[src/rtl/alu_req_arbiter_if.sv]
// Signal bundle between execute-stage requesters, alu_req_arbiter and the shared ALU.
// slave = arbiter side, master = requester/ALU environment side.
interface alu_req_arbiter_if #(
    parameter int unsigned NUM_REQ = 2,
    parameter int unsigned GW      = 2
) ();
    logic [NUM_REQ-1:0]    req_valid;
    logic [NUM_REQ-1:0]    req_ready;
    logic [64*NUM_REQ-1:0] req_a;
    logic [64*NUM_REQ-1:0] req_b;
    logic [6*NUM_REQ-1:0]  req_shamt;
    logic [4*NUM_REQ-1:0]  req_ctrl;
    logic [NUM_REQ-1:0]    resp_valid;
    logic [NUM_REQ-1:0]    resp_ready;
    logic [63:0]           resp_data;
    logic                  resp_err;
    logic [63:0]           alu_a;
    logic [63:0]           alu_b;
    logic [5:0]            alu_shamt;
    logic [3:0]            alu_ctrl;
    logic [63:0]           alu_z;
    logic                  busy;
    logic [GW-1:0]         grant_id;

    modport slave (
        input  req_valid, req_a, req_b, req_shamt, req_ctrl, resp_ready, alu_z,
        output req_ready, resp_valid, resp_data, resp_err,
        output alu_a, alu_b, alu_shamt, alu_ctrl, busy, grant_id
    );

    modport master (
        output req_valid, req_a, req_b, req_shamt, req_ctrl, resp_ready, alu_z,
        input  req_ready, resp_valid, resp_data, resp_err,
        input  alu_a, alu_b, alu_shamt, alu_ctrl, busy, grant_id
    );
endinterface

[src/rtl/alu_req_arbiter.sv]
// Round-robin sharing of one registered 64-bit ALU between NUM_REQ requesters.
// Optional macro ALU_OPCHECK_EN: illegal opcodes bypass the ALU and answer with resp_err=1.
module alu_req_arbiter #(
    parameter int unsigned NUM_REQ = 2,
    parameter int unsigned GW      = 2
) (
    input  logic             CLK,
    input  logic             RST_N,
    alu_req_arbiter_if.slave bus
);
    localparam int unsigned DW = 64;
    localparam int unsigned SW = 6;
    localparam int unsigned CW = 4;

    typedef enum logic [1:0] {IDLE, ISSUE, CAPTURE, RESP} state_e;

    state_e             state_q, state_d;
    logic [GW-1:0]      rr_ptr_q, rr_ptr_d;
    logic [GW-1:0]      grant_q, grant_d;
    logic [DW-1:0]      alu_a_q, alu_a_d;
    logic [DW-1:0]      alu_b_q, alu_b_d;
    logic [SW-1:0]      alu_shamt_q, alu_shamt_d;
    logic [CW-1:0]      alu_ctrl_q, alu_ctrl_d;
    logic [DW-1:0]      resp_data_q, resp_data_d;
    logic               resp_err_q, resp_err_d;
    logic [NUM_REQ-1:0] resp_valid_q, resp_valid_d;
    logic               busy_q, busy_d;

    logic               pick_found_c;
    logic [GW-1:0]      pick_c;
    logic [NUM_REQ-1:0] req_ready_c;
    logic [NUM_REQ-1:0] grant_onehot_c;
    logic               owner_ready_c;
    logic [DW-1:0]      sel_a_c, sel_b_c;
    logic [SW-1:0]      sel_shamt_c;
    logic [CW-1:0]      sel_ctrl_c;

`ifdef ALU_OPCHECK_EN
    function automatic logic op_illegal(input logic [CW-1:0] op);
        logic bad;
        case (op)
            4'b0000, 4'b0001, 4'b0010, 4'b0011, 4'b0100,
            4'b0110, 4'b1001, 4'b1100, 4'b1101: bad = 1'b0;
            default:                            bad = 1'b1;
        endcase
        return bad;
    endfunction
`endif

    // Round-robin pick: indices above rr_ptr first, then wrap to 0..rr_ptr.
    always_comb begin
        pick_found_c = 1'b0;
        pick_c       = '0;
        for (int i = 0; i < int'(NUM_REQ); i++) begin
            if (!pick_found_c && bus.req_valid[i] && (GW'(i) > rr_ptr_q)) begin
                pick_found_c = 1'b1;
                pick_c       = GW'(i);
            end
        end
        for (int i = 0; i < int'(NUM_REQ); i++) begin
            if (!pick_found_c && bus.req_valid[i] && (GW'(i) <= rr_ptr_q)) begin
                pick_found_c = 1'b1;
                pick_c       = GW'(i);
            end
        end
    end

    // Payload mux, ready decode and owner response-ready select.
    always_comb begin
        sel_a_c        = '0;
        sel_b_c        = '0;
        sel_shamt_c    = '0;
        sel_ctrl_c     = '0;
        req_ready_c    = '0;
        grant_onehot_c = '0;
        owner_ready_c  = 1'b0;
        for (int i = 0; i < int'(NUM_REQ); i++) begin
            if (pick_c == GW'(i)) begin
                sel_a_c     = bus.req_a[i*DW +: DW];
                sel_b_c     = bus.req_b[i*DW +: DW];
                sel_shamt_c = bus.req_shamt[i*SW +: SW];
                sel_ctrl_c  = bus.req_ctrl[i*CW +: CW];
            end
            req_ready_c[i]    = RST_N && (state_q == IDLE) && pick_found_c && (pick_c == GW'(i));
            grant_onehot_c[i] = (grant_q == GW'(i));
            if (grant_q == GW'(i)) begin
                owner_ready_c = bus.resp_ready[i];
            end
        end
    end

    always_comb begin
        state_d      = state_q;
        rr_ptr_d     = rr_ptr_q;
        grant_d      = grant_q;
        alu_a_d      = alu_a_q;
        alu_b_d      = alu_b_q;
        alu_shamt_d  = alu_shamt_q;
        alu_ctrl_d   = alu_ctrl_q;
        resp_data_d  = resp_data_q;
        resp_err_d   = resp_err_q;
        resp_valid_d = resp_valid_q;
        unique case (state_q)
            IDLE: begin
                if (|req_ready_c) begin
                    rr_ptr_d = pick_c;
                    grant_d  = pick_c;
`ifdef ALU_OPCHECK_EN
                    if (op_illegal(sel_ctrl_c)) begin
                        resp_data_d  = '0;
                        resp_err_d   = 1'b1;
                        resp_valid_d = req_ready_c;
                        state_d      = RESP;
                    end else
`endif
                    begin
                        alu_a_d     = sel_a_c;
                        alu_b_d     = sel_b_c;
                        alu_shamt_d = sel_shamt_c;
                        alu_ctrl_d  = sel_ctrl_c;
                        state_d     = ISSUE;
                    end
                end
            end
            ISSUE: state_d = CAPTURE;
            CAPTURE: begin
                resp_data_d  = bus.alu_z;
                resp_err_d   = 1'b0;
                resp_valid_d = grant_onehot_c;
                state_d      = RESP;
            end
            RESP: begin
                if (owner_ready_c) begin
                    resp_valid_d = '0;
                    state_d      = IDLE;
                end
            end
            default: state_d = IDLE;
        endcase
        busy_d = (state_d != IDLE);
    end

    always_ff @(posedge CLK or negedge RST_N) begin
        if (!RST_N) begin
            state_q      <= IDLE;
            rr_ptr_q     <= GW'(NUM_REQ - 1);
            grant_q      <= '0;
            alu_a_q      <= '0;
            alu_b_q      <= '0;
            alu_shamt_q  <= '0;
            alu_ctrl_q   <= '0;
            resp_data_q  <= '0;
            resp_err_q   <= 1'b0;
            resp_valid_q <= '0;
            busy_q       <= 1'b0;
        end else begin
            state_q      <= state_d;
            rr_ptr_q     <= rr_ptr_d;
            grant_q      <= grant_d;
            alu_a_q      <= alu_a_d;
            alu_b_q      <= alu_b_d;
            alu_shamt_q  <= alu_shamt_d;
            alu_ctrl_q   <= alu_ctrl_d;
            resp_data_q  <= resp_data_d;
            resp_err_q   <= resp_err_d;
            resp_valid_q <= resp_valid_d;
            busy_q       <= busy_d;
        end
    end

    assign bus.req_ready  = req_ready_c;
    assign bus.resp_valid = resp_valid_q;
    assign bus.resp_data  = resp_data_q;
    assign bus.resp_err   = resp_err_q;
    assign bus.alu_a      = alu_a_q;
    assign bus.alu_b      = alu_b_q;
    assign bus.alu_shamt  = alu_shamt_q;
    assign bus.alu_ctrl   = alu_ctrl_q;
    assign bus.busy       = busy_q;
    assign bus.grant_id   = grant_q;
endmodule
[src/flat_wrapper.sv]
// flat-port wrapper written by rule: the top's interface ports become plain ports
module alu_req_arbiter_flat 
#(
    parameter int unsigned NUM_REQ = 2,
    parameter int unsigned GW      = 2
)
  (CLK, RST_N, bus_req_valid, bus_req_a, bus_req_b, bus_req_shamt, bus_req_ctrl, bus_resp_ready, bus_alu_z, bus_req_ready, bus_resp_valid, bus_resp_data, bus_resp_err, bus_alu_a, bus_alu_b, bus_alu_shamt, bus_alu_ctrl, bus_busy, bus_grant_id);
  alu_req_arbiter_if #(.NUM_REQ(NUM_REQ), .GW(GW)) bus_i ();
  input  logic CLK;
  input  logic RST_N;
  input wire logic [$bits(bus_i.req_valid)-1:0] bus_req_valid;
  input wire logic [$bits(bus_i.req_a)-1:0] bus_req_a;
  input wire logic [$bits(bus_i.req_b)-1:0] bus_req_b;
  input wire logic [$bits(bus_i.req_shamt)-1:0] bus_req_shamt;
  input wire logic [$bits(bus_i.req_ctrl)-1:0] bus_req_ctrl;
  input wire logic [$bits(bus_i.resp_ready)-1:0] bus_resp_ready;
  input wire logic [$bits(bus_i.alu_z)-1:0] bus_alu_z;
  output wire logic [$bits(bus_i.req_ready)-1:0] bus_req_ready;
  output wire logic [$bits(bus_i.resp_valid)-1:0] bus_resp_valid;
  output wire logic [$bits(bus_i.resp_data)-1:0] bus_resp_data;
  output wire logic [$bits(bus_i.resp_err)-1:0] bus_resp_err;
  output wire logic [$bits(bus_i.alu_a)-1:0] bus_alu_a;
  output wire logic [$bits(bus_i.alu_b)-1:0] bus_alu_b;
  output wire logic [$bits(bus_i.alu_shamt)-1:0] bus_alu_shamt;
  output wire logic [$bits(bus_i.alu_ctrl)-1:0] bus_alu_ctrl;
  output wire logic [$bits(bus_i.busy)-1:0] bus_busy;
  output wire logic [$bits(bus_i.grant_id)-1:0] bus_grant_id;
  assign bus_i.req_valid = bus_req_valid;
  assign bus_i.req_a = bus_req_a;
  assign bus_i.req_b = bus_req_b;
  assign bus_i.req_shamt = bus_req_shamt;
  assign bus_i.req_ctrl = bus_req_ctrl;
  assign bus_i.resp_ready = bus_resp_ready;
  assign bus_i.alu_z = bus_alu_z;
  assign bus_req_ready = bus_i.req_ready;
  assign bus_resp_valid = bus_i.resp_valid;
  assign bus_resp_data = bus_i.resp_data;
  assign bus_resp_err = bus_i.resp_err;
  assign bus_alu_a = bus_i.alu_a;
  assign bus_alu_b = bus_i.alu_b;
  assign bus_alu_shamt = bus_i.alu_shamt;
  assign bus_alu_ctrl = bus_i.alu_ctrl;
  assign bus_busy = bus_i.busy;
  assign bus_grant_id = bus_i.grant_id;
  alu_req_arbiter #(.NUM_REQ(NUM_REQ), .GW(GW)) u_core (.CLK(CLK), .RST_N(RST_N), .bus(bus_i));
endmodule
[config.mk]
export PLATFORM = sky130hd
export DESIGN_NAME = alu_req_arbiter_flat
export DESIGN_NICKNAME = d
export VERILOG_FILES = /design/src/rtl/alu_req_arbiter_if.sv /design/src/rtl/alu_req_arbiter.sv /design/src/flat_wrapper.sv
export SDC_FILE = /design/constraint.sdc
export NUM_CORES = 1
export LEC_CHECK = 0
export CORE_AREA = 2 2 215 217
export DETAILED_ROUTE_END_ITERATION = 6
export DIE_AREA = 0 0 217 219
export GPL_ROUTABILITY_DRIVEN = 1
export SKIP_CTS_REPAIR_TIMING = 1
export SLEW_MARGIN = 5
export SYNTH_ARGS = -nofsm -noshare
export SYNTH_HDL_FRONTEND = slang
export SYNTH_SLANG_ARGS = --single-unit
[constraint.sdc]
create_clock -name CLK -period 1.9 [get_ports CLK]
set_input_delay 0.38 -clock CLK [delete_from_list [all_inputs] [get_ports CLK]]
set_output_delay 0.38 -clock CLK [all_outputs]
set_load 0.01 [all_outputs]
-- After elaboration in Yosys (flattened, before gate mapping)
Cells that the tools add are included.
- equality and inequality tests: 6
- mux-type cells: 22
- magnitude comparators: 4
- reductions and logical operators: 22
- operator list (kind ; count):
    64-bit two-way mux ; 4
    6-bit two-way mux ; 2
    1-bit logical AND ; 11
    1-bit two-way mux ; 9
    4-bit two-way mux ; 2
    2-bit case mux with 4 select lines ; 1
    2-bit zero test ; 3
    2-bit two-way mux ; 3
    2-bit by 1-bit == test with 1-bit output (second input constant) ; 2
    2-bit == test (second input constant) ; 2
    1-bit by 2-bit > comparator with 1-bit output (first input constant) ; 2
    1-bit by 2-bit <= comparator with 1-bit output (first input constant) ; 2
    2-bit case mux with 2 select lines ; 1
    2-bit AND reduction ; 2
    2-bit nonzero test ; 2
    1-bit zero test ; 3
    2-bit by 1-bit != test with 1-bit output (second input constant) ; 1
    2-bit OR reduction ; 1
    1-bit == test (second input constant) ; 1
- register bits after elaboration: 211
- output and inout bits: 210

-- Depth between registers and ports, before layout
Gate-level depths: netlist of the first run.
- depth in word-level cells: 21
- mapped depth: 7
- mapped depth without buffers: 3

-- Worst setup path before layout of the first run
Ideal clock, no wire load.
- path type: register to output
- start: register u_core.state_q[1]
- end: output port bus_req_ready[0]
- data required time: 1.520 ns
- setup slack: 0.043 ns
- path buffers: 3
- data arrival time: 1.477 ns
- cell stages (with the launch flop): 6
- cell sequence: dfrtp_1 > or3b_1 > buf_2 > buf_6 > buf_6 > nor3b_1
- cells in the longest elaborated chain, start to end: 4
- RTL lines (element ; line ; source):
    from (decl) ; alu_req_arbiter.sv:17 ; state_e state_q, state_d;
    from (signal assigned) ; alu_req_arbiter.sv:157 ; state_q <= state_d;
    2-bit zero test ; alu_req_arbiter.sv:84 ; req_ready_c[i] = RST_N && (state_q == IDLE) && pick_found_c && (pick_c == GW'(i));
    1-bit logical AND (3 in a row) ; alu_req_arbiter.sv:84 ;
    to (decl) ; flat_wrapper.sv:18 ; output wire logic [$bits(bus_i.req_ready)-1:0] bus_req_ready;
No other way between the ends.

-- Worst setup path in the final report of the first run
- start: register u_core.state_q[0]
- end: output port bus_req_ready[0]
The elaborated chain is that of the path after synthesis.

==> impl_results.md, run 1 <==
* DRT Pass-1 Iters at 7
* Maximum vdd drop at 0.635 mV
* RSZ-0062 raised after global routing: true
* Post-route DRC at 0
* Slowest CP cell: or3b_4
* Cell Pwr Density at 1390 nW/um^2
* Final worst-path cycle share at 108%
* Required time of the critical path at 1.52 ns
* Final hold violation count at 0
* Worst EP arrival at 1.67 ns
* Initial antenna violation count at 0
* Worst setup margin at -0.149 ns
* Most frequent cells in the layout: clkdlybuf4s50_1 (509), dfrtp_1 (207), nand2_1 (141), a221o_1 (138), nor3_2 (99)
* Port Buffer Count at 553
* Initial Util at 21.5%
* Maximum root-to-sink buffer count at 3
* Register area share after synthesis at 53.9%
* Avg Cell Area, Syn at 12.1 sq um
* Post-DP HPWL at 29400 um
* Clock Pin Slew Worst Setup and Hold Paths at 0.06 ns
* Failing checks: setup timing
* Minimum clock period at 2.05 ns
* Crit path kind: flop to output port
* Row cnt at 78
* CP peak stage delay at 0.41 ns
* Cell variety after synth at 24
* Vias in the first global route at 9454
* Status: finished, violations left
* Post-Syn Instances at 804
* P_leak at 7.26 nW
* TritonCTS Buffers at 26
* Diodes inserted at 0
* Proportion of layout cells with a drive suffix above 1 at 20.5%
* First-pass GRT wire length at 58800 um
* Clk_skew at 0.0111 ns
* Crit path cell chain: or3b_4, nor3b_2, buf_2
* H-tree levels at 1
* HP Class: primary input to asynchronous set/reset pin
* All-Layer GR Usage at 15.9%
* Max_cap viols at 0
* Width of the die at 217 um
* Worst Setup End Kind: output port
* Max FO, Critical Path at 3
* Initial DRC Count at 547
* Top Ports at 556
* Worst skew pair latency at 0.55 ns
* Commonest non-fill, non-tap cell in the layout: clkdlybuf4s50_1
* Seq cells post-synth at 209
* RePlAce Congestion at 0.784
* Final net count at 1709
* Synth Warn # at 0
* Core ar. at 45100 sq um
* Via count at 8924
* TritonCTS clock tree: built
* Worst Setup Start Kind: flop
* WL/cell at 20.2 um
* Remaining global-route overflow at 0
* Final Core Density at 38.4%
* Slew Limit Fails at 0
* R2R cell count at 6
* Fmax at 488 MHz
* PnR Total Power at 24.0 mW
* Slew headroom at 37.1%
* Actual slew at the worst max-slew pin at 0.943 ns
* ANT nets after route at 0
* Die Area at 47500 sq um
* Clock Sinks at 209
* Clock root cell: clkbuf_16
* Chip Height at 219 um
* Mapped Area at 9700 sq um
* Final setup violation count at 2
* Largest net degree at the start of global routing at 71
* Fill cells at 4425
* Routed WL at 40000 um
* Area Overhead vs Synth at 78.3%
* Vias per cell at 4.50
-- worst max-delay path: cells and delay by family, from the launching register on --
kind                   cells  cell delay (ns)
AND/OR/NAND/NOR            2             0.56
flip-flops                 1             0.40
buffers and inverters      1             0.15
-- sequential cells by signal, summed over array words and instances, names as in the netlist --
| signal | count |
|---|---|
| u_core.bus.grant_id | 1 |
| u_core.rr_ptr_q | 1 |
| u_core.state_q | 2 |
| u_core.bus.resp_valid | 2 |
| u_core.bus.alu_b | 64 |
| u_core.bus.alu_ctrl | 4 |
| u_core.bus.alu_a | 64 |
| u_core.bus.busy | 1 |
| u_core.bus.alu_shamt | 6 |
| u_core.bus.resp_data | 64 |
-- final cells by class --
cell class,count,area (sq um),share of cell area [%]
clock inverters,11,126,0.731
clock buffers,35,734,4.25
repair buffers,617,6410,37.1
multi-input cells,507,4030,23.3
well taps,600,751,4.34
inverters,2,7.51,0.0434
flip-flops and latches,209,5230,30.3
-- cell usage after synthesis --
library cell  number  area (sq um)
and2_1             1          6.26
o21ai_0            5          25.0
mux2_2            65           732
a21oi_1            2          10.0
nand2_1          141           529
nor2b_1            3          18.8
buf_6             14           158
buf_2             32           160
dfrtp_1          208          5200
nor3b_1            3          22.5
dfstp_2            1          26.3
nor3_1            38           190
clkbuf_1          38           143
o21ai_1            1          5.00
or3b_1             1          8.76
o2bb2ai_1          1          8.76
a21o_1             2          15.0
nor3_2           100          1000
and3_1             2          12.5
conb_1             1          3.75
inv_1              2          7.51
buf_4              3          22.5
nor2_1             2          7.51
a221o_1          138          1380
-- power breakdown --
group	internal, mW	switching [mW]
Clock	2.98	2.04
Sequential	6.58	1.25
Combinational	6.65	4.49
-- kinds of logic after synthesis --
group / Yosys count / synth area share, %
mux: 65 / 7.55
buf+inv: 89 / 5.06
simple gates: 291 / 18.5
compound gates: 149 / 14.9
flops: 209 / 53.9
other cells: 1 / 0.0387
-- per-stage QoR --
| stage | instance area, sq um | hold slack (ns) | cells | setup TNS, ns | worst slack (ns) |
|---|---|---|---|---|---|
| floorplan | 9700 | 0.0844 | 805 | 0 | 0.0430 |
| global placement | 16200 | 0.264 | 1930 | -21.85 | -0.268 |
| detailed placement | 16200 | 0.267 | 1930 | -23.79 | -0.251 |
| CTS | 17100 | -0.326 | 1976 | -2.11 | -0.657 |
| global route | 17300 | 0.0687 | 1981 | -0.314 | -0.204 |
| finish | 17300 | 0.0276 | 1981 | -0.181 | -0.149 |
-- final timing paths --
kind,start,end,slack [ns]
setup / recovery,u_core.state_q[0]$_DFF_PN0_,bus_req_ready[0],-0.15
hold / removal,RST_N,u_core.bus.resp_data[54]$_DFFE_PN0P_,0.03
setup reg to reg,u_core.state_q[0]$_DFF_PN0_,u_core.bus.alu_a[43]$_DFFE_PN0P_,0.03
hold reg to reg,u_core.bus.resp_data[60]$_DFFE_PN0P_,u_core.bus.resp_data[60]$_DFFE_PN0P_,0.50
max in group asynchronous,RST_N,u_core.bus.alu_b[37]$_DFFE_PN0P_,0.72
min in group CLK,bus_alu_z[27],u_core.bus.resp_data[27]$_DFFE_PN0P_,0.44
-- layer usage --
layer / track usage, % / up-vias / wire (um) / part of all wire [%]
met5: 0 / - / 0 / 0
met4: 5.48 / 0 / 1190 / 3.0
met3: 3.88 / 63 / 2790 / 7.0
met2: 27.0 / 349 / 19700 / 49
met1: 19.6 / 4386 / 16300 / 41
li1: - / 4126 / - / -
Power figures use the tool's default switching activity.
==> run 2: changes to the inputs <==
CORE_AREA = 2 2 219 221   (was 2 2 215 217)
DIE_AREA = 0 0 221 223   (was 0 0 217 219)
DONT_BUFFER_PORTS = 1   (was default)
==> impl_results.md, run 2 (synthesis gave the netlist of run 1 again) <==
* Clock root cell: clkbuf_16
* RSZ-0062 raised after global routing: true
* Cell Pwr Density at 1430 nW/um^2 (+3.0%)
* Required time of the critical path at 1.52 ns (about the same)
* Placed Cells at 1372 (-29%)
* All-Layer GR Usage at 11.8% (-4.1 points)
* Row cnt at 80 (+2.6%)
* Remaining global-route overflow at 0 (unchanged)
* Clock Pin Slew Worst Setup and Hold Paths at 0.06 ns (about the same)
* Commonest non-fill, non-tap cell in the layout: dfrtp_1
* Fill cells at 4752 (+7.4%)
* Area Overhead vs Synth at 36.6%
* Slew Limit Fails at 0 (unchanged)
* Worst Setup End Kind: output port
* Maximum root-to-sink buffer count at 3 (unchanged)
* Worst EP arrival at 1.71 ns (+0.04 ns)
* Final worst-path cycle share at 110% (+2.0 points)
* Post-route DRC at 0 (unchanged)
* TritonCTS clock tree: built
* DRT Pass-1 Iters at 5 (-2)
* Clk_skew at 0.0279 ns (+0.0168 ns)
* WL/cell at 20.8 um (+2.8%)
* PnR Total Power at 18.9 mW (-21%)
* Worst setup margin at -0.187 ns (-0.0380 ns)
* Max FO, Critical Path at 6 (+3)
* Proportion of layout cells with a drive suffix above 1 at 25.6% (+5.1 points)
* Core ar. at 47100 sq um (+4.6%)
* TritonCTS Buffers at 24 (-7.7%)
* Clock Sinks at 209 (unchanged)
* Final setup violation count at 3 (+1)
* Top Ports at 556 (unchanged)
* ANT nets after route at 0 (unchanged)
* Post-DP HPWL at 22200 um (-24%)
* Chip Height at 223 um (+1.8%)
* Max_cap viols at 0 (unchanged)
* Via count at 7750 (-13%)
* Die Area at 49300 sq um (+3.7%)
* Fin cells at 1618 (-18%)
* Vias in the first global route at 6900 (-27%)
* Initial antenna violation count at 2 (+2)
* Minimum clock period at 2.09 ns (+0.0380 ns)
* RePlAce Congestion at 0.789 (+0.65%)
* Min Hold Slack at -0.478 ns (-0.506 ns)
* Cell Area, Placed at 10500 sq um (-36%)
* Initial Util at 20.6% (-0.94 points)
* Port Buffer Count at 0 (-100%)
* Crit path kind: flop to output port
* Maximum vdd drop at 0.967 mV (+52%)
* Worst Setup Start Kind: flop
* First-pass GRT wire length at 45800 um (-22%)
* Final net count at 1329 (-22%)
* Status: finished, violations left
* HP Class: primary input to asynchronous set/reset pin
* Worst skew pair latency at 0.55 ns (about the same)
* Failing checks: hold timing, setup timing
* Worst slack, placed at 0.147 ns (+0.398 ns)
* H-tree levels at 1 (unchanged)
* Routed WL at 33600 um (-16%)
* Final hold violation count at 210 (+210)
* Sequential cell area at 5230 sq um (unchanged)
* Most frequent cells in the layout: dfrtp_1 (207), dlygate4sd3_1 (197), nand2_1 (141), a221o_1 (138), nor3_2 (100)
* Vias per cell at 4.79 (+6.3%)
* Finished Cell Area at 13200 sq um (-23%)
* P_leak at 5.24 nW (-28%)
* Largest net degree at the start of global routing at 213 (+200%)
* Initial DRC Count at 498 (-9.0%)
* Area of the multi-input gates at 4030 sq um (-0.16%)
* Width of the die at 221 um (+1.8%)
* Fmax at 479 MHz (-1.8%)
-- run 2: cell count changes in the layout (fill, tap and decap cells not counted), sizes merged --
cell and delta:
clkdlybuf4s50 -509, dlygate4sd3 +196, dlymetal6s2s -40, buf -24, clkbuf -6, clkinv +6, clkinvlp -2, diode +2
bufinv -1
-- run 2: final timing paths --
| path | from | to | slack (ns) | cells after the start |
|---|---|---|---|---|
| min reg2reg | u_core.rr_ptr_q[0]$_DFFE_PN1P_ | u_core.rr_ptr_q[0]$_DFFE_PN1P_ | 0.54 | 1 |
| max reg2reg | u_core.state_q[1]$_DFF_PN0_ | u_core.bus.alu_a[55]$_DFFE_PN0P_ | -0.01 | 5 |
| max | u_core.state_q[1]$_DFF_PN0_ | bus_req_ready[0] | -0.19 | 3 |
| max in group asynchronous | RST_N | u_core.bus.alu_a[51]$_DFFE_PN0P_ | 2.06 | 0 |
| min in group CLK | bus_req_b[75] | u_core.bus.alu_b[11]$_DFFE_PN0P_ | 0 | 1 |
| min | RST_N | u_core.bus.resp_data[63]$_DFFE_PN0P_ | -0.48 | 0 |
-- run 2: routing by layer --
metal,part of all wire [%],wire [um],global-route usage [%],vias to the layer above
li1,-,-,-,3367
met4,3.9,1310,5.65,0
met3,8.4,2820,4.21,78
met2,50,16700,18.7,421
met5,0,0,0,-
met1,38,12800,14.3,3884
-- run 2: layout make-up --
class / instances / share of cell area [%]
Clock buffer: 30 / 4.85
Timing Repair Buffer: 239 / 18.5
Clock inverter: 14 / 0.869
Sequential cell: 209 / 39.5
Multi-Input combinational cell: 507 / 30.4
Antenna cell: 2 / 0.0378
Tap cell: 615 / 5.81
Inverter: 2 / 0.0567
-- run 2: worst max-delay path: stages (launching register included) --
cell,delay [ns]
dfrtp_2,0.44
or3b_4,0.42
nor3b_2,0.16
buf_4,0.14
-- run 2: stage by stage --
stage | TNS, ns | utilization (%)
2_1_floorplan | 0 | -
3_3_place_gp | 0 | 22.2
3_5_place_dp | 0 | 22.2
4_1_cts | -0.702 | 23.8
5_1_grt | -0.461 | 28.1
6_report | -0.307 | 28.1
-- run 2: where the power goes --
group / switching [mW] / internal (mW)
combinational: 2.09 / 2.83
clock: 1.96 / 2.55
sequential: 2.91 / 6.58
total: 6.95 / 12.0
